===== src/rtl/store_buffer_pkg.sv =====
// Shared processor types for the data-side store buffer: cache-facing widths,
// the buffered store record and the single cache-port operation encoding.
package store_buffer_pkg;

  localparam int unsigned SB_AW = 6;
  localparam int unsigned SB_DW = 32;

  typedef struct packed {
    logic [SB_AW-1:0] addr;
    logic [SB_DW-1:0] data;
  } sb_entry_t;

  typedef enum logic [1:0] {
    PORT_IDLE,
    PORT_READ,
    PORT_WRITE
  } port_op_t;

endpackage


===== src/rtl/sb_fwd_match.sv =====
// Store-to-load forwarding lookup: compares the load address against every
// occupied entry in age order and returns the data of the youngest match.
module sb_fwd_match
  import store_buffer_pkg::*;
#(
  parameter int unsigned DEPTH = 4,
  parameter int unsigned AW    = SB_AW,
  parameter int unsigned DW    = SB_DW
) (
  input  sb_entry_t [DEPTH-1:0]        entries,
  input  logic [$clog2(DEPTH)-1:0]     rd_ptr,
  input  logic [$clog2(DEPTH):0]       count,
  input  logic [AW-1:0]                ld_addr,
  output logic                         hit,
  output logic [DW-1:0]                data
);

  localparam int unsigned PW = $clog2(DEPTH);

  logic [PW-1:0] idx;

  // Walk oldest to youngest so a later match overrides an earlier one.
  always_comb begin
    hit  = 1'b0;
    data = '0;
    idx  = '0;
    for (int unsigned i = 0; i < DEPTH; i++) begin
      idx = rd_ptr + PW'(i);
      if (((PW+1)'(i) < count) && (entries[idx].addr == ld_addr)) begin
        hit  = 1'b1;
        data = entries[idx].data;
      end
    end
  end

endmodule


===== src/rtl/store_buffer.sv =====
// Circular store buffer between CPU and data cache: loads own the single cache
// port and are forwarded from buffered stores; stores drain in order when idle.
module store_buffer
  import store_buffer_pkg::*;
#(
  parameter int unsigned DEPTH = 4,
  parameter int unsigned AW    = SB_AW,
  parameter int unsigned DW    = SB_DW
) (
  input  logic                     clk_i,
  input  logic                     rst_i,
  input  logic                     st_valid_i,
  input  logic [AW-1:0]            st_addr_i,
  input  logic [DW-1:0]            st_dato_i,
  output logic                     st_ready_o,
  input  logic                     ld_req_i,
  input  logic [AW-1:0]            ld_addr_i,
  output logic [DW-1:0]            ld_dato_o,
  output logic                     ld_hit_o,
  output logic [AW-1:0]            mem_addr_o,
  output logic [DW-1:0]            mem_dato_o,
  output logic                     memwrite_o,
  output logic                     memread_o,
  input  logic [DW-1:0]            mem_dato_i,
  output logic [$clog2(DEPTH):0]   count_o,
  output logic                     empty_o
);

  localparam int unsigned PW = $clog2(DEPTH);

  sb_entry_t [DEPTH-1:0] entries;
  logic [PW-1:0]         wr_ptr;
  logic [PW-1:0]         rd_ptr;
  logic [PW:0]           count_q;
  logic                  full;
  logic                  empty;
  logic                  push;
  logic                  pop;
  logic                  fwd_hit;
  logic [DW-1:0]         fwd_data;
  port_op_t              op;

  // While reset is held the outputs already look like an empty buffer.
  assign full       = (count_q == (PW+1)'(DEPTH));
  assign empty      = rst_i || (count_q == '0);
  assign st_ready_o = rst_i || !full;
  assign empty_o    = empty;
  assign count_o    = count_q;
  assign push       = st_valid_i && st_ready_o;
  assign pop        = (op == PORT_WRITE);

  always_ff @(posedge clk_i) begin
    if (rst_i) begin
      wr_ptr  <= '0;
      rd_ptr  <= '0;
      count_q <= '0;
    end else begin
      if (push) wr_ptr <= wr_ptr + 1'b1;
      if (pop)  rd_ptr <= rd_ptr + 1'b1;
      case ({push, pop})
        2'b10:   count_q <= count_q + 1'b1;
        2'b01:   count_q <= count_q - 1'b1;
        default: count_q <= count_q;
      endcase
    end
  end

  always_ff @(posedge clk_i) begin
    if (push && !rst_i) begin
      entries[wr_ptr].addr <= st_addr_i;
      entries[wr_ptr].data <= st_dato_i;
    end
  end

  always_comb begin
    op = PORT_IDLE;
    if (ld_req_i)    op = PORT_READ;
    else if (!empty) op = PORT_WRITE;
  end

  always_comb begin
    mem_addr_o = '0;
    mem_dato_o = '0;
    memwrite_o = 1'b0;
    memread_o  = 1'b0;
    case (op)
      PORT_READ: begin
        mem_addr_o = ld_addr_i;
        memread_o  = 1'b1;
      end
      PORT_WRITE: begin
        mem_addr_o = entries[rd_ptr].addr;
        mem_dato_o = entries[rd_ptr].data;
        memwrite_o = 1'b1;
      end
      default: ;
    endcase
  end

  sb_fwd_match #(
    .DEPTH (DEPTH),
    .AW    (AW),
    .DW    (DW)
  ) u_fwd (
    .entries (entries),
    .rd_ptr  (rd_ptr),
    .count   (count_q),
    .ld_addr (ld_addr_i),
    .hit     (fwd_hit),
    .data    (fwd_data)
  );

  always_comb begin
    ld_hit_o  = 1'b0;
    ld_dato_o = '0;
    if (ld_req_i) begin
      ld_hit_o  = fwd_hit && !rst_i;
      ld_dato_o = ld_hit_o ? fwd_data : mem_dato_i;
    end
  end

endmodule


===== config.mk =====
export PLATFORM = sky130hd
export DESIGN_NAME = store_buffer
export DESIGN_NICKNAME = d
export VERILOG_FILES = /design/src/rtl/store_buffer_pkg.sv /design/src/rtl/sb_fwd_match.sv /design/src/rtl/store_buffer.sv
export SDC_FILE = /design/constraint.sdc
export NUM_CORES = 1
export LEC_CHECK = 0
export BUFFER_PORTS_ARGS = -buffer_cell sky130_fd_sc_hd__buf_2
export CORE_UTILIZATION = 40
export DETAILED_ROUTE_END_ITERATION = 7
export GPL_TIMING_DRIVEN = 1
export PLACE_DENSITY_LB_ADDON = 0.05
export SLEW_MARGIN = 10
export SYNTH_ARGS = -nofsm -noshare
export SYNTH_HDL_FRONTEND = slang
export SYNTH_SLANG_ARGS = --single-unit

===== constraint.sdc =====
create_clock -name clk_i -period 3.1 [get_ports clk_i]
set_clock_uncertainty 0.2 [all_clocks]
set_input_delay 0.62 -clock clk_i [delete_from_list [all_inputs] [get_ports clk_i]]
set_output_delay 0.62 -clock clk_i [all_outputs]
set_load 0.02 [all_outputs]

==> summary.md <==
| Metric | Value |
|---|---|
| Iter 0 DRT Violations | 581 |
| Synthesized Nets | 1079 |
| CORE AREA | 0.0271 mm^2 |
| HP Start | st_addr_i[4] |
| RSZ-0062 raised after global routing | true |
| WP data required | 2280 ps |
| Pleak | 0.00574 uW |
| Total power | 6940 uW |
| Most frequent cells in the layout | edfxtp_1 (152), and2_1 (128), buf_4 (122) |
| Cells after synthesis | 989 |
| Die height | 169 um |
| Total CTS buffers | 17 |
| Crit path capture type | primary output |
| Area after DPL | 0.0134 mm^2 |
| H-tree Lvls | 4 |
| Placed cell count | 1553 |
| Pins Over Slew Limit | 0 |
| R2R depth | 10 |
| Crit share post-route | 1.30 |
| Clock-pin slew on the worst setup and hold paths | 70 ps |
| Placer Congestion | 0.815 |
| Yosys reg bits | 159 |
| Row count | 60 |
| Max-cap violations | 0 |
| Starting Density | 0.411 |
| WL final | 36400 um |
| Commonest non-fill, non-tap cell in the layout | edfxtp_1 |
| Nets | 1332 |
| Failing checks | negative setup slack |
| CP delay by family, top | buffers and inverters |
| Power Dens Cells | 433 mW/mm^2 |
| Critical path launch point type | flip-flop |
| Count of different cell masters after synthesis | 42 |
| Pin count of the biggest net entering global routing | 73 |
| Non-filler instance count after layout | 1631 |
| Least-Margin Pin Slew | 754 ps |
| Worst EP arrival | 3220 ps |
| Top FF cell, synth | edfxtp_1 |
| TritonRoute pass-1 iters | 5 |
| Worst vdd ir | 0.387 mV |
| Worst path cell trace | buf_12 > mux2i_2 > xnor2_2 > nor3_1 > o211ai_1 > nor4_4 > buf_4 > or3b_4 > clkbuf_16 > o221ai_2 > a32o_2 > buf_4 |
| DRC Markers | 0 |
| EDFF count, synth | 152 |
| Setup TNS | -31350 ps |
| Top Ports | 158 |
| Layout cell share with drive strength beyond 1 | 0.547 |
| Clk root buf | clkbuf_16 |
| Die Wd | 169 um |
| Final critical-path setup slack | -942 ps |
| Max frequency | 247 MHz |
| Crit path buffers/inverters | 4 |
| Worst slew margin | 0.498 |
| Most used cell, CP | buf_4 |
| Seq/Total Area, Yosys | 0.423 |
| Worst reg2reg path endpoint | entries[32] |
| Syn. warnings | 0 |
| Post-synth ARST share | 0 |
| Initial antenna violation count | 6 |
| Routed vias/inst | 5.60 |
| Status | finished with violations |
| Slowest stage cell, crit path | or3b_4 |
| Min Tclk post-route | 4040 ps |
| CP max stage delay | 470 ps |
| Overflow left after global routing | 0 |
| Vias in the first global route | 9257 |
| Hold Crit Class | in2reg |
| Post-route cell area | 0.0160 mm^2 |
| Max clock buf depth | 2 |
| GRT Total Usage | 0.254 |
| DRT antenna net count | 0 |
| Hold_ws | 196 ps |
| TritonCTS clock tree | yes |
| Syn Area/Cell | 11.3 um^2 |
| Layout area overhead | 44.0% |
| Hold_buf cts | 0 |
| First-pass GRT wire length | 54100 um |
| Reg2reg start | count_o[0] |
| WHS Path Cells | 1 |
| Endpoints failing setup | 49 |
| Hold Path Sink | entries[74] |
| Port buffer count | 157 |
| Vias | 9141 |
| # clock sinks | 159 |
| Critical path type | reg2out |
| Worst skew pair latency | 430 ps |
| Post-detail-place hpwl | 22100 um |
| Wirelength per Cell | 22.3 um |
| FF-to-FF setup slack | 470 ps |
| Die Footprint | 0.0285 mm^2 |
| Synthesized area | 0.0111 mm^2 |
| CP Max Fanout | 7 |
| Final-report hold violation count | 0 |
==> cell type report <==
cell class	count	area, um^2
fillers	2210	11100
multi-input cells	700	7020
flip-flops and latches	159	4720
repair buffers	325	3070
well taps	372	465
clock buffers	17	425
clock inverters	15	178
inverters	39	149
diodes	4	10.0
==> worst register-to-register path: stages, from the launching register on <==
cell	delay [ps]
dfxtp_4	370
inv_2	40
buf_6	100
ha_4	160
buf_4	130
ha_1	170
nand2b_1	190
nand2_1	220
nor2_1	250
and2_2	230
buf_4	260
==> worst max path at each step <==
stage	endpoint	cells past startpoint	slack, ps	from
floorplan	ld_dato_o[10]	12	-180	rd_ptr[0]
global placement	ld_dato_o[1]	10	-680	rd_ptr[0]
detailed placement	ld_dato_o[0]	12	-670	rd_ptr[0]
CTS	ld_dato_o[1]	14	-890	rd_ptr[0]
global route	ld_dato_o[15]	12	-1050	rd_ptr[0]
finish	ld_dato_o[12]	12	-940	rd_ptr[0]
==> report_power, final <==
part	switching [uW]	internal [uW]
Combinational	1090	1160
Sequential	63.0	2450
Clock	952	1220
Total	2110	4830
==> sequential cells by signal, indices dropped and copies added, names as in the netlist <==
register	cells
entries	152
count_o	3
rd_ptr	2
wr_ptr	2
==> cells in the mapped netlist, drive strengths merged, types with 36 or more instances <==
cell	n	area, um^2
a32o	36	360
and2	132	826
buf	36	203
clkbuf	55	206
edfxtp	152	4560
inv	39	146
mux2	36	405
mux2i	62	628
mux4	64	1440
nand2	82	308
nor2	44	168
o21ai	40	200
==> logic make-up (layout without fill, tap and decap cells) <==
| group | count (synthesis) | in the layout | synth area share |
|---|---|---|---|
| AND/OR/NAND/NOR | 339 | 339 | 0.165 |
| multiplexers | 162 | 162 | 0.222 |
| flip-flops | 159 | 159 | 0.423 |
| AO/OA/AOI/OAI | 156 | 156 | 0.103 |
| buffers and inverters | 130 | 396 | 0.0499 |
| XOR/XNOR | 33 | 33 | 0.0260 |
| adder cells (fa/ha/maj) | 10 | 10 | 0.0112 |
| other | 0 | 4 | 0 |
==> stage by stage <==
stage | util | setup WS, ps
global route | 0.592 | -1050
finish | 0.592 | -942
detailed placement | 0.493 | -674
CTS | 0.562 | -888
global placement | 0.493 | -678
floorplan | - | -180
==> per-layer routing <==
layer,global-route usage,up-vias,part of all wire
met3,0.0383,43,0.048
met1,0.319,4589,0.42
met4,0.0814,4,0.016
met2,0.448,275,0.51
li1,-,4230,-
met5,0,-,0.00063
==> what timing repair did <==
item | 4_1_cts | 5_1_grt
pin swaps | 26 | 26
setup buffers | 17 | 28
cloned | 9 | 4
gates resized for setup | 266 | 145
setup endpoints to repair | 72 | 70
Power figures use the tool's default switching activity.
